File: config.mk
export PLATFORM = sky130hd
export DESIGN_NAME = credit_retry_requester
export DESIGN_NICKNAME = d
export VERILOG_FILES = /design/src/rtl/credit_retry_requester_pkg.sv /design/src/rtl/credit_retry_requester.sv
export SDC_FILE = /design/constraint.sdc
export NUM_CORES = 1
export LEC_CHECK = 0
export CORE_ASPECT_RATIO = 0.9
export CORE_MARGIN = 2
export CORE_UTILIZATION = 50
export DETAILED_ROUTE_END_ITERATION = 7
export GPL_TIMING_DRIVEN = 1
export PLACE_DENSITY = 0.7
export SYNTH_ARGS = -nofsm -noshare
export SYNTH_HDL_FRONTEND = slang
export SYNTH_SLANG_ARGS = --single-unit
export TNS_END_PERCENT = 5
File: constraint.sdc
create_clock -name clk -period 16.2 [get_ports clk]
set_input_delay 4.86 -clock clk [delete_from_list [all_inputs] [get_ports clk]]
set_output_delay 4.86 -clock clk [all_outputs]
set_load 0.01 [all_outputs]
File: src/rtl/credit_retry_requester_pkg.sv
// Shared types for the credit/retry requester: slot states, request record,
// and the lowest-index priority pick used to order credited reissues.
package credit_retry_requester_pkg;
  localparam int ID_W_DEF   = 3;
  localparam int DATA_W_DEF = 5;

  typedef enum logic [1:0] {
    SLOT_IDLE    = 2'd0,
    SLOT_PARKED  = 2'd1,
    SLOT_GRANTED = 2'd2
  } slot_state_t;

  typedef struct packed {
    logic [ID_W_DEF-1:0]   id;
    logic [DATA_W_DEF-1:0] payload;
    logic                  credit;
  } req_t;

  // Index of the lowest set bit, or -1 when none is set.
  function automatic int lowest_set(input logic [31:0] v);
    for (int i = 0; i < 32; i++)
      if (v[i]) return i;
    return -1;
  endfunction
endpackage

File: src/rtl/credit_retry_requester.sv
// Requester in front of the credit/deadlock buffer: presents requests, parks
// retried ones per ID and reissues them with the credit flag once granted.
module credit_retry_requester
  import credit_retry_requester_pkg::*;
#(
  parameter int ID_W   = ID_W_DEF,
  parameter int DATA_W = DATA_W_DEF
) (
  input  logic              clk,
  input  logic              reset,
  input  logic              src_valid_i,
  input  logic [ID_W-1:0]   src_id_i,
  input  logic [DATA_W-1:0] src_payload_i,
  output logic              src_ready_o,
  output logic              rx_valid_o,
  output logic [ID_W-1:0]   rx_id_o,
  output logic [DATA_W-1:0] rx_payload_o,
  output logic              rx_credit_o,
  input  logic              rx_ready_i,
  input  logic              rx_retry_i,
  input  logic              credit_gnt_i,
  input  logic [ID_W-1:0]   credit_id_i,
  output logic [ID_W:0]     pending_cnt_o,
  output logic              err_o
);
  localparam int SLOTS = 1 << ID_W;

  slot_state_t       slot_st [SLOTS];
  slot_state_t       slot_nx [SLOTS];
  logic [DATA_W-1:0] slot_pl [SLOTS];

  logic              or_v, or_c, or_v_nx, or_c_nx;
  logic [ID_W-1:0]   or_id, or_id_nx;
  logic [DATA_W-1:0] or_pl, or_pl_nx;
  logic [ID_W:0]     cnt, cnt_nx;
  logic              err, err_nx;

  logic              leave, park, loadable, any_gr, load_gr, gnt_hit;
  logic [31:0]       gr_vec;
  int                sel;
  logic [ID_W-1:0]   sel_id;

  // A credited request cannot be parked again; ready wins over retry.
  assign leave    = or_v & (rx_ready_i | rx_retry_i);
  assign park     = or_v & rx_retry_i & ~rx_ready_i & ~or_c;
  assign loadable = ~or_v | leave;

  always_comb begin
    gr_vec = '0;
    for (int i = 0; i < SLOTS; i++)
      gr_vec[i] = (slot_st[i] == SLOT_GRANTED);
    sel     = lowest_set(gr_vec);
    any_gr  = (sel >= 0);
    sel_id  = ID_W'(sel);
    load_gr = loadable & any_gr;
  end

  // State register
  always_ff @(posedge clk) begin
    if (reset) begin
      or_v  <= 1'b0;
      or_c  <= 1'b0;
      or_id <= '0;
      or_pl <= '0;
      cnt   <= '0;
      err   <= 1'b0;
      for (int i = 0; i < SLOTS; i++) slot_st[i] <= SLOT_IDLE;
    end else begin
      or_v  <= or_v_nx;
      or_c  <= or_c_nx;
      or_id <= or_id_nx;
      or_pl <= or_pl_nx;
      cnt   <= cnt_nx;
      err   <= err_nx;
      for (int i = 0; i < SLOTS; i++) slot_st[i] <= slot_nx[i];
    end
  end

  always_ff @(posedge clk) begin
    if (park) slot_pl[or_id] <= or_pl;
  end

  // Next state
  always_comb begin
    gnt_hit = credit_gnt_i & ((slot_st[credit_id_i] == SLOT_PARKED) |
                              (park & (or_id == credit_id_i)));
    err_nx  = err | (credit_gnt_i & ~gnt_hit) | (or_v & rx_retry_i & or_c) |
              (or_v & rx_ready_i & rx_retry_i);

    cnt_nx = '0;
    for (int i = 0; i < SLOTS; i++) begin
      slot_nx[i] = slot_st[i];
      if (park && or_id == ID_W'(i))
        slot_nx[i] = (gnt_hit && credit_id_i == ID_W'(i)) ? SLOT_GRANTED : SLOT_PARKED;
      else if (gnt_hit && credit_id_i == ID_W'(i))
        slot_nx[i] = SLOT_GRANTED;
      if (load_gr && sel_id == ID_W'(i))
        slot_nx[i] = SLOT_IDLE;
      cnt_nx = cnt_nx + (ID_W+1)'(slot_nx[i] != SLOT_IDLE);
    end

    or_v_nx  = or_v;
    or_c_nx  = or_c;
    or_id_nx = or_id;
    or_pl_nx = or_pl;
    if (loadable) begin
      if (any_gr) begin
        or_v_nx  = 1'b1;
        or_c_nx  = 1'b1;
        or_id_nx = sel_id;
        or_pl_nx = slot_pl[sel_id];
      end else if (src_valid_i && src_ready_o) begin
        or_v_nx  = 1'b1;
        or_c_nx  = 1'b0;
        or_id_nx = src_id_i;
        or_pl_nx = src_payload_i;
      end else begin
        or_v_nx  = 1'b0;
      end
    end
  end

  // Outputs. The last ready term keeps a second same-ID request out of the
  // OR while the first is being parked, so an ID never parks twice.
  always_comb begin
    src_ready_o   = loadable & ~any_gr & (slot_st[src_id_i] == SLOT_IDLE) &
                    ~(or_v & or_c & (or_id == src_id_i)) &
                    ~(park & (or_id == src_id_i));
    rx_valid_o    = or_v;
    rx_id_o       = or_id;
    rx_payload_o  = or_pl;
    rx_credit_o   = or_c;
    pending_cnt_o = cnt;
    err_o         = err;
  end
endmodule
* After elaboration in Yosys (flattened, before gate mapping)
Memories as Yosys holds them, arrays and structs flattened.
Cells that the tools add are included.
** Operators by class
- $add $sub $neg :: 7
- Reductions and logical operators :: 39
- $lt $le $gt $ge :: 1
- Mux-type cells :: 112
- Equal/unequal tests :: 32
- Bitwise operators :: 39
** Operator list (number)
- 32-bit 2-to-1 mux :: 19
- 2-bit 2-to-1 mux :: 40
- 1-bit 2-to-1 mux :: 49
- 3-bit equality test, second input constant :: 12
- 32-bit by 1-bit greater-or-equal comparator with 1-bit output, second input constant :: 1
- 1-bit logical AND :: 25
- 1-bit AND :: 18
- 3-bit by 2-bit equality test with 1-bit output, second input constant :: 6
- 2-bit nonzero test :: 9
- 4-bit by 1-bit adder with 4-bit output :: 4
- 2-bit equality test, second input constant :: 8
- 1-bit OR :: 14
- 5-bit 2-to-1 mux :: 2
- 3-bit by 1-bit equality test with 1-bit output, second input constant :: 3
- 3-bit zero test :: 3
- 1-bit inverter :: 7
- 3-bit equality test :: 2
- 3-bit 2-to-1 mux :: 2
- 3-bit by 1-bit adder with 4-bit output :: 1
- 2-bit by 1-bit adder with 3-bit output :: 1
- 1-bit by 1-bit adder with 2-bit output :: 1
- 2-bit by 1-bit equality test with 1-bit output, second input constant :: 1
- 2-bit zero test :: 1
- 2-bit AND reduction :: 1
** Storage, ports and cells
- Output and inout bits :: 16
- Flip-flop bits (word level) :: 15
- Word-level logic and storage cells :: 238
- Input port bits :: 17
- Memories :: 2
- Memory bits (writable) :: 56
** Memories
- slot_pl :: words 8, bits a word 5, rd ports 1, clocked after memory_dff 0, wr ports 1, line credit_retry_requester.sv:30 : logic [DATA_W-1:0] slot_pl [SLOTS];
- slot_st :: words 8, bits a word 2, rd ports 10, clocked after memory_dff 0, wr ports 8, line credit_retry_requester.sv:28 : slot_state_t slot_st [SLOTS];

* Depth between registers and ports, before layout
Gate-level depths: netlist of the first run.
An unclocked memory read counts as a cell.
- Depth in word-level cells :: 44
- Gate-level depth with buffers :: 18
- Gate-level depth less buffers :: 18

* Worst setup path after synthesis of the first run
No wires, ideal clock.
- Path type :: in2out
- Start :: input src_id_i[0]
- End :: output src_ready_o
- Arrival time :: 6.109 ns
- Cell stages on the path :: 5
- Buffers on the path :: 1
- Data required time :: 11.340 ns
- Path slack :: 5.231 ns
- Cells stage by stage :: buf_6 -> nor3_2 -> a2111oi_0 -> or4_1 -> nor4_1
** Between the ends
- Longest elaborated chain between the ends :: 5
- Elaborated cells between the ends (all ways) :: 10
- Those cells by class :: eq/ne (1); bitwise (7); reduce/logical (1); memory (1)
** RTL lines
- from (decl) :: line credit_retry_requester.sv:12 : input logic [ID_W-1:0] src_id_i,
- memory 8 x 2 bit or 3-bit equality test (tied branches)
- 2-bit zero test or 1-bit AND (tied branches) :: line credit_retry_requester.sv:126, credit_retry_requester.sv:127
- 1-bit AND or 1-bit inverter (tied branches) :: line credit_retry_requester.sv:126, credit_retry_requester.sv:127
- 1-bit AND :: line credit_retry_requester.sv:126 : src_ready_o = loadable & ~any_gr & (slot_st[src_id_i] == SLOT_IDLE) &
- 1-bit AND (*) :: line credit_retry_requester.sv:127 : ~(or_v & or_c & (or_id == src_id_i)) &
- to (decl) :: line credit_retry_requester.sv:14 : output logic src_ready_o,
Mark *: on every way between the ends. The rest lies on a longest branch, timed or not.

* Worst setup path after layout of the first run
Same ends and word-level chain as after synthesis.

==> flow_summary_export.csv, run 1 <==
group,metric,value,unit
route,wl_per_cell,18.4,um
critical_path,path_cells,"clkdlybuf4s50_1, a2111oi_0, or4_1, nor4_1, clkdlybuf4s50_1",
die,core-area,6690,um^2
sta,finalCriticalPeriod,12120,ps
route,antenna_left,0,
route,viasPerCell,5.93,
power_and_ir_drop,internal-power,0.000268,W
synthesis,synth-edff-count,40,
synthesis,synth_top_area_share,0.342,
outcome,outcome,"finished, final reports clean",
die,die_w,92.4,um
die,dieArea,7720,um^2
die,placementRows,28,
worst_hold_path,min_from,"err_o",
critical_path,path_class,"input pin to output pin",
clock_tree,insertion_delay,360,ps
place,io_buffers,32,
die,start_util,0.526,
critical_path,slowest_stage,"clkdlybuf4s50_1",
critical_path,worstSetupStartpointType,"input pin",
final_layout,final_cell_mix,"nand2_1, nor2_1, edfxtp_1, clkdlybuf4s50_1, dfxtp_1",
clock_tree,post-cts-setup-buffers,0,
final_layout,layout_commonest_cell,"nand2_1",
clock_tree,ctsHoldBuffers,0,
sta,max_slew.worst_pin.slew,902,ps
clock_tree,cts_buffers,9,
sta,min_period_over_period,0.748,
critical_path,crit_buf_inv,2,
sta,final_max_slew_viol_count,0,
clock_tree,cts.htree.levels,3,
grt,grt_max_degree,27,
final_layout,area.growth.synth_to_final,15.8,%
sta,max_freq,0.0825,GHz
route,wirelength,9090,um
synthesis,avgSynthCellArea,9.48,um^2
synthesis,synth_area_leader_cell,"edfxtp_1",
final_layout,nFillCells,583,
synthesis,netlist_top_cells_area,"edfxtp_1, dfxtp_1, nand2_1",
grt,grt-ovfl-total,0,
grt,grt_first_pass_wirelength,14300,um
route,drt_iter0_markers,302,
route,num_vias,2935,
synthesis,async_flop_share,0,
grt,grt_pass1_vias,2706,
route,drc_errors,0,
power_and_ir_drop,leakage,1.44,nW
synthesis,synth-seq-cells,71,
worst_hold_path,worstHoldPathCells,2,
sta,setup-tns-final,0,ps
critical_path,crit_top_cell,"clkdlybuf4s50_1",
critical_path,required,11340,ps
critical_path,r2r-start,"rx_valid_o",
place,dp.cells,479,
power_and_ir_drop,power.switching,0.0000972,W
power_and_ir_drop,power,0.000365,W
sta,finalHoldViolCount,0,
clock_tree,clock_sinks,71,
clock_tree,root_buffer,"clkbuf_8",
critical_path,max_stage_delay,700,ps
critical_path,ff2ff_setup_slack,11760,ps
grt,grt_usage,0.242,
sta,fin_ws,4080,ps
place,dp_hpwl,6300,um
worst_hold_path,hp-class,"flop to flop",
power_and_ir_drop,p_sw_frac,0.266,
sta,setup_violations,0,
final_layout,diodes,0,
critical_path,worst_setup_path_end_kind,"output pin",
power_and_ir_drop,seqPwrFrac,0.551,
route,drtPass1Iterations,5,
final_layout,drive_above_1_share,0.0642,
critical_path,ff2ff_path_depth,16,
sta,rsz0062_at_grt,"false",
worst_hold_path,whs_endpoint,"err_o",
synthesis,netlist_instances,371,
sta,max_slew_margin,0.398,
synthesis,ys_warn_count,0,
place,gp_congestion,0.967,
critical_path,rr_endpoint,"pending_cnt_o[2]",
grt,antenna_found_initial,0,
synthesis,syn_nets,395,
critical_path,crit_family,"buffers and inverters",
final_layout,finalNetCount,424,
die,die_h,83.6,um
synthesis,synth_top_flop_cell,"edfxtp_1",
final_layout,postLayoutCoreUtil,0.609,
final_layout,finalNonFillerCells,495,
synthesis,ys_types,50,
critical_path,cp_max_fo,10,
sta,clock_skew,10.2,ps
place,preCtsSetupSlack,4130,ps
clock_tree,clock_path_buffers,2,
power_and_ir_drop,comb_power_share,0.086,
die,io_pins,33,
clock_tree,cts_tree,"yes",
power_and_ir_drop,power_density,89.6,nW/um^2
clock_tree,clkTransAtPathRegs,80,ps
power_and_ir_drop,p_clk_frac,0.363,
flow_run,cap_viol_max_count,0,
critical_path,crit_arrival,7260,ps
power_and_ir_drop,vdd_drop_max,0.0430,mV
synthesis,seq_area_frac_synth,0.518,
synthesis,synth_area,3520,um^2
clock_tree,cts_resized,0,
power by group through the flow:
stage / combinational [W] / clock (W) / sequential [W]
final: 0.0000313 / 0.000133 / 0.000201
after global placement: 0.0000304 / 0 / 0.000205
after global routing: 0.0000338 / 0.000143 / 0.000202
after detailed placement: 0.0000309 / 0 / 0.000205
after floorplan: 0.0000172 / 0 / 0.000204
after CTS: 0.0000310 / 0.000136 / 0.000201
cells in the mapped netlist (2+ instances only):
cell,number
nor3_1,7
o31ai_1,2
nand3_1,17
a32oi_1,4
xnor2_1,3
nand3b_1,7
nor2b_1,9
a21oi_1,13
nor2_1,44
a31oi_1,12
inv_1,15
a2111oi_0,4
ha_1,3
nand2b_1,11
nor3_2,2
nand2_1,59
buf_6,2
o21ai_1,5
clkbuf_1,12
fa_1,4
edfxtp_1,40
mux2i_1,2
nand4_1,4
nor3b_1,5
buf_2,3
o211ai_1,5
dfxtp_1,31
a211oi_1,3
o21ai_0,16
nor4_1,4
xor2_1,4
per-layer routing:
| metal | vias up | track usage | wire length (um) |
|---|---|---|---|
| met2 | 147 | 0.364 | 4250 |
| met1 | 1383 | 0.342 | 3870 |
| met4 | 0 | 0.0923 | 198 |
| li1 | 1388 | - | - |
| met5 | - | 0 | 0 |
| met3 | 17 | 0.0551 | 765 |
per-stage QoR:
stage               area (um^2)  hold slack, ps
floorplan                  3520             473
global placement           3890             459
detailed placement         3890             481
CTS                        4070             500
global route               4070             541
finish                     4070             491
how the worst max path moves through the flow:
stage | depth (start not counted) | startpoint | slack, ps | endpoint
2_1_floorplan | 5 | src_id_i[0] | 5230 | src_ready_o
3_3_place_gp | 5 | src_id_i[0] | 4200 | src_ready_o
3_5_place_dp | 5 | src_id_i[0] | 4130 | src_ready_o
4_1_cts | 5 | src_id_i[0] | 4110 | src_ready_o
5_1_grt | 6 | src_id_i[0] | 4010 | src_ready_o
6_report | 5 | src_id_i[0] | 4080 | src_ready_o
area by class of cell:
cell class                 instances  area, um^2  share of cell area
clock buffer                       9         124              0.0304
clock inverter                     7        60.1              0.0147
inverter                          16        60.1              0.0147
multi-input combinational        267        1550               0.381
sequential                        71        1820               0.447
tap                               90         113              0.0276
timing repair buffer              35         343              0.0842
worst register-to-register path: cells and delay by family, from the launching register on:
kind            cells  cell delay [ps]
fa+ha+maj           5             2110
simple gates        5             1220
compound gates      1              210
xor+xnor            1              140
buf+inv             4              250
flops               1              390
registers in the layout, summed over array words and instances (netlist names):
register and flops:
slot_pl 40, slot_st 16, rx_payload_o 5, pending_cnt_o 4, rx_id_o 3, err_o 1
rx_credit_o 1, rx_valid_o 1
logic make-up after synthesis:
group           share of synthesized area
simple gates                        0.242
xor+xnor                           0.0174
mux                                0.0121
compound gates                      0.137
flops                               0.518
buf+inv                            0.0406
fa+ha+maj                          0.0334
No activity file was read; power rests on OpenSTA's default activity.
==> inputs of run 2 (changes only) <==
Clock period 16.2 ns to 12.4 ns, I/O delays scaled along.
==> run 2 against run 1 <==
Final area rose by 0.12%. Combinational power is 32% higher. Largest cell class unchanged. Setup slack worse by 1600 ps. Sequential share of layout area fell by 0.055 points. Power rose by 33%. Via count up 0.41%. Core utilization up 0.075 points.
==> flow_summary_export.csv, run 2 (synthesized netlist as in run 1, its figures left out) <==
group,metric,value,unit
power_and_ir_drop,power_density,119,nW/um^2
place,gp_congestion,0.972,
power_and_ir_drop,vdd_drop_max,0.0649,mV
sta,finalHoldViolCount,0,
route,drtPass1Iterations,4,
worst_hold_path,min_from,"slot_st[2][1]",
final_layout,largest_reg_flops,40,
place,dp_hpwl,6350,um
sta,finalHoldWorstSlack,520,ps
route,wl_per_cell,18.6,um
clock_tree,cts_tree,"yes",
route,wirelength,9220,um
route,drc_errors,0,
clock_tree,clock_sinks,71,
worst_hold_path,hp-class,"flop to flop",
die,die_h,83.6,um
sta,max_freq,0.101,GHz
critical_path,worstSetupStartpointType,"input pin",
clock_tree,cts_buffers,9,
die,start_util,0.526,
grt,antenna_found_initial,0,
final_layout,final_cell_mix,"nand2_1, nor2_1, edfxtp_1, clkdlybuf4s50_1, dfxtp_1",
route,num_vias,2947,
grt,grt_usage,0.248,
critical_path,path_class,"input pin to output pin",
critical_path,ff2ff_path_depth,16,
final_layout,finalNetCount,424,
critical_path,rr_endpoint,"pending_cnt_o[2]",
grt,grt-ovfl-total,0,
place,placed_area,3890,um^2
critical_path,required,8680,ps
clock_tree,root_buffer,"clkbuf_8",
final_layout,area.growth.synth_to_final,16.0,%
final_layout,drive_above_1_share,0.0593,
sta,setup_violations,0,
clock_tree,clock_path_buffers,2,
route,antenna_left,0,
worst_hold_path,worstHoldPathCells,2,
final_layout,post-route-cell-area,4080,um^2
worst_hold_path,whs_endpoint,"slot_st[2][1]",
clock_tree,clkTransAtPathRegs,80,ps
power_and_ir_drop,leakage,1.45,nW
clock_tree,post-cts-setup-buffers,0,
sta,max_slew_margin,0.387,
final_layout,layout_commonest_cell,"nand2_1",
die,core-area,6690,um^2
flow_run,cap_viol_max_count,0,
sta,rsz0062_at_grt,"false",
power_and_ir_drop,power,0.000487,W
die,die_w,92.4,um
critical_path,crit_arrival,6150,ps
clock_tree,insertion_delay,350,ps
critical_path,cp_max_fo,10,
critical_path,worst_setup_path_end_kind,"output pin",
final_layout,top_register,"slot_pl",
grt,grt_pass1_vias,2783,
sta,min_period_over_period,0.796,
clock_tree,cts_resized,0,
clock_tree,cts.htree.levels,3,
sta,finalCriticalPeriod,9870,ps
final_layout,diodes,0,
place,io_buffers,32,
die,io_pins,33,
grt,grt_first_pass_wirelength,14500,um
critical_path,r2r-start,"rx_valid_o",
die,dieArea,7720,um^2
sta,setup-tns-final,0,ps
route,drt_iter0_markers,247,
sta,max_slew.worst_pin.slew,920,ps
final_layout,nFillCells,589,
outcome,outcome,"finished, final reports clean",
critical_path,ff2ff_setup_slack,7870,ps
sta,final_max_slew_viol_count,0,
grt,grt_max_degree,27,
sta,clock_skew,8.83,ps
clock_tree,ctsHoldBuffers,0,
die,placementRows,28,
route,viasPerCell,5.95,
## run 2: worst max-delay path: stages
cell             delay [ps]
clkdlybuf4s50_1         690
a2111oi_0               190
or4_1                   590
nor4_1                  340
clkdlybuf4s50_1         610
## run 2: metal layers
layer  vias up  global-route usage  routed length, um
met1      1369               0.351               3900
li1       1385                   -                  -
met2       174               0.374               4240
met3        19              0.0497                844
met5         -                   0                  0
met4         0              0.0963                233
## run 2: power breakdown
part | total [W] | internal (W) | switching (W) | leakage (nW)
Sequential | 0.000263 | 0.000255 | 0.00000834 | 0.619
Clock | 0.000182 | 0.0000923 | 0.0000902 | 0.0976
Combinational | 0.0000413 | 0.0000195 | 0.0000217 | 0.733
Total | 0.000487 | 0.000367 | 0.000120 | 1.45
## run 2: worst max path at each step
stage / depth (start not counted) / start / slack, ps / endpoint
floorplan: 5 / src_id_i[0] / 3710 / src_ready_o
global route: 5 / src_id_i[0] / 2410 / src_ready_o
CTS: 5 / src_id_i[0] / 2610 / src_ready_o
global placement: 5 / src_id_i[0] / 2670 / src_ready_o
detailed placement: 5 / src_id_i[0] / 2630 / src_ready_o
finish: 5 / src_id_i[0] / 2530 / src_ready_o
## run 2: final cells by class
cell class | count | area, um^2 | area share
clock buffer | 10 | 128 | 0.0313
clock inverter | 6 | 61.3 | 0.0150
sequential | 71 | 1820 | 0.447
inverter | 16 | 60.1 | 0.0147
tap | 90 | 113 | 0.0276
timing repair buffer | 35 | 343 | 0.0840
multi-input combinational | 267 | 1550 | 0.381
## run 2: through the flow
step / utilization / setup WS [ps] / std cells
floorplan: - / 3710 / 371
global placement: 0.581 / 2670 / 479
detailed placement: 0.581 / 2630 / 479
CTS: 0.610 / 2610 / 495
global route: 0.610 / 2410 / 495
finish: 0.610 / 2530 / 495
==> variant, RTL diff (flow settings as in run 1) <==
The package constant `DATA_W_DEF` goes from 5 to 10.
--- a/src/rtl/credit_retry_requester_pkg.sv
+++ b/src/rtl/credit_retry_requester_pkg.sv
@@ -3,5 +3,5 @@
 package credit_retry_requester_pkg;
   localparam int ID_W_DEF   = 3;
-  localparam int DATA_W_DEF = 5;
+  localparam int DATA_W_DEF = 10;
 
   typedef enum logic [1:0] {
Ports: changed (resized rx_payload_o and src_payload_i); port bits go from 33 to 43. No check against the original RTL was run, so the function may have changed too.
==> variant against run 1 <==
- count of clock-buffer cells in the layout grew 11
- highest routed layer unchanged
- clock power grew to 2.9 times the old value
- design area increased by 62%
- register-to-register slack worse by 90 ps
- largest power group is now the clock network
- worst setup slack lost 11 ps
- routed wire length up 64%
- synthesized area is 53% higher
- critical path depth rose by 1
- power is 110% higher
- largest cell class unchanged
- sequential cell count rose by 45
- via count up 42%
- maximum frequency barely moved
==> variant: results (changes against run 1) <==
| Metric | Value |
|---|---|
| Worst-path clk slew | `50 ps (-30 ps)` |
| Top cells by count, synth | `edfxtp_1, nor2_1, dfxtp_1` |
| Psw | `0.160 mW (+65%)` |
| Vias in the first global route | `4,113 (+52%)` |
| CP peak stage delay | `610 ps (-90 ps)` |
| Leak | `2.24 nW (+56%)` |
| WL/cell | `23.4 um (+27%)` |
| Register area share after synthesis | `58.0% (+6.2 points)` |
| Rel. slew slack | `26.3% (-14 points)` |
| Comb group | `0.0446 mW (+42%)` |
| Post-synthesis mux area share | `0.789% (-0.42 points)` |
| Htree depth | `4 (+1)` |
| Largest net degree at the start of global routing | `26 (-3.7%)` |
| Clock skew | `10.5 ps (+0.274 ps)` |
| 1st-iter DRT viols | `411 (+36%)` |
| Worst-Skew Late Latency | `410 ps (+50 ps)` |
| First-pass GRT wire length | `23.0 mm (+61%)` |
| Distinct cells, synth | `69 (+38%)` |
| Dpl cell area | `5980 um2 (+54%)` |
| Post-synthesis adder-cell area fraction | `2.18% (-1.2 points)` |
| R2R depth | `17 (+1)` |
| Gp weighted congestion | `0.923 (-4.6%)` |
| Reg power frac | `44.0% (-11 points)` |
| VDD IR max | `0.0000977 V (+130%)` |
| Synth Area in Compound Gates | `22.1% (+8.4 points)` |
| Post-synth EDFFs | `80 (+100%)` |
| Critical path arrival | `7270 ps (about the same)` |
| CTS buffer count | `17 (+8)` |
| CP max stage cell | `clkdlybuf4s50_1` |
| HPWL reported at the end of detailed placement | `9.54 mm (+51%)` |
| Syn Nets | `471 (+19%)` |
| Layout Nets | `525 (+24%)` |
| Clock root buffer | `clkbuf_16` |
| GRT Util Overall | `27.1% (+2.8 points)` |
| Status | `completed` |
| Synth top area cells | `edfxtp_1, dfxtp_1, nor2_1` |
| PwrDens | `117 nW/um2 (+30%)` |
| Vias | `4,156 (+42%)` |
| Max reg flops | `80 (+100%)` |
| Synth warnings | `0 (unchanged)` |
| Ratio of cells with drive above 1 in the final layout | `13.2% (+6.7 points)` |
| Hold depth | `1 (-1)` |
| Synth Area in XOR/XNOR | `1.14% (-0.61 points)` |
| Number of port buffers | `42 (+31%)` |
variant: path summary, 6_finish.rpt:
path	start	endpoint	slack, ps
max	src_id_i[0]	src_ready_o	4070
min	err_o$_SDFF_PP0_	err_o$_SDFF_PP0_	480
max reg2reg	slot_st[3][0]$_SDFF_PP0_	pending_cnt_o[2]$_SDFF_PP0_	11670
min reg2reg	err_o$_SDFF_PP0_	err_o$_SDFF_PP0_	480
variant: cell type report:
class	instances	area (um2)
well taps	129	161
fillers	808	3800
clock inverters	12	159
repair buffers	55	518
multi-input cells	291	2120
flip-flops and latches	116	3120
clock buffers	20	447
inverters	15	56.3
variant: per-layer routing:
metal	vias to the layer above	GRT usage (%)	share of wire, %
li1	1864	-	-
met3	51	8.94	9.8
met4	0	12.3	3.9
met2	227	40.4	44
met1	2014	36.3	43
met5	-	0	0
variant: per-stage QoR:
stage / std cells / setup slack [ps]
floorplan: 442 / 5290
global placement: 606 / 4300
detailed placement: 606 / 4140
CTS: 638 / 4120
global route: 638 / 3960
finish: 638 / 4070
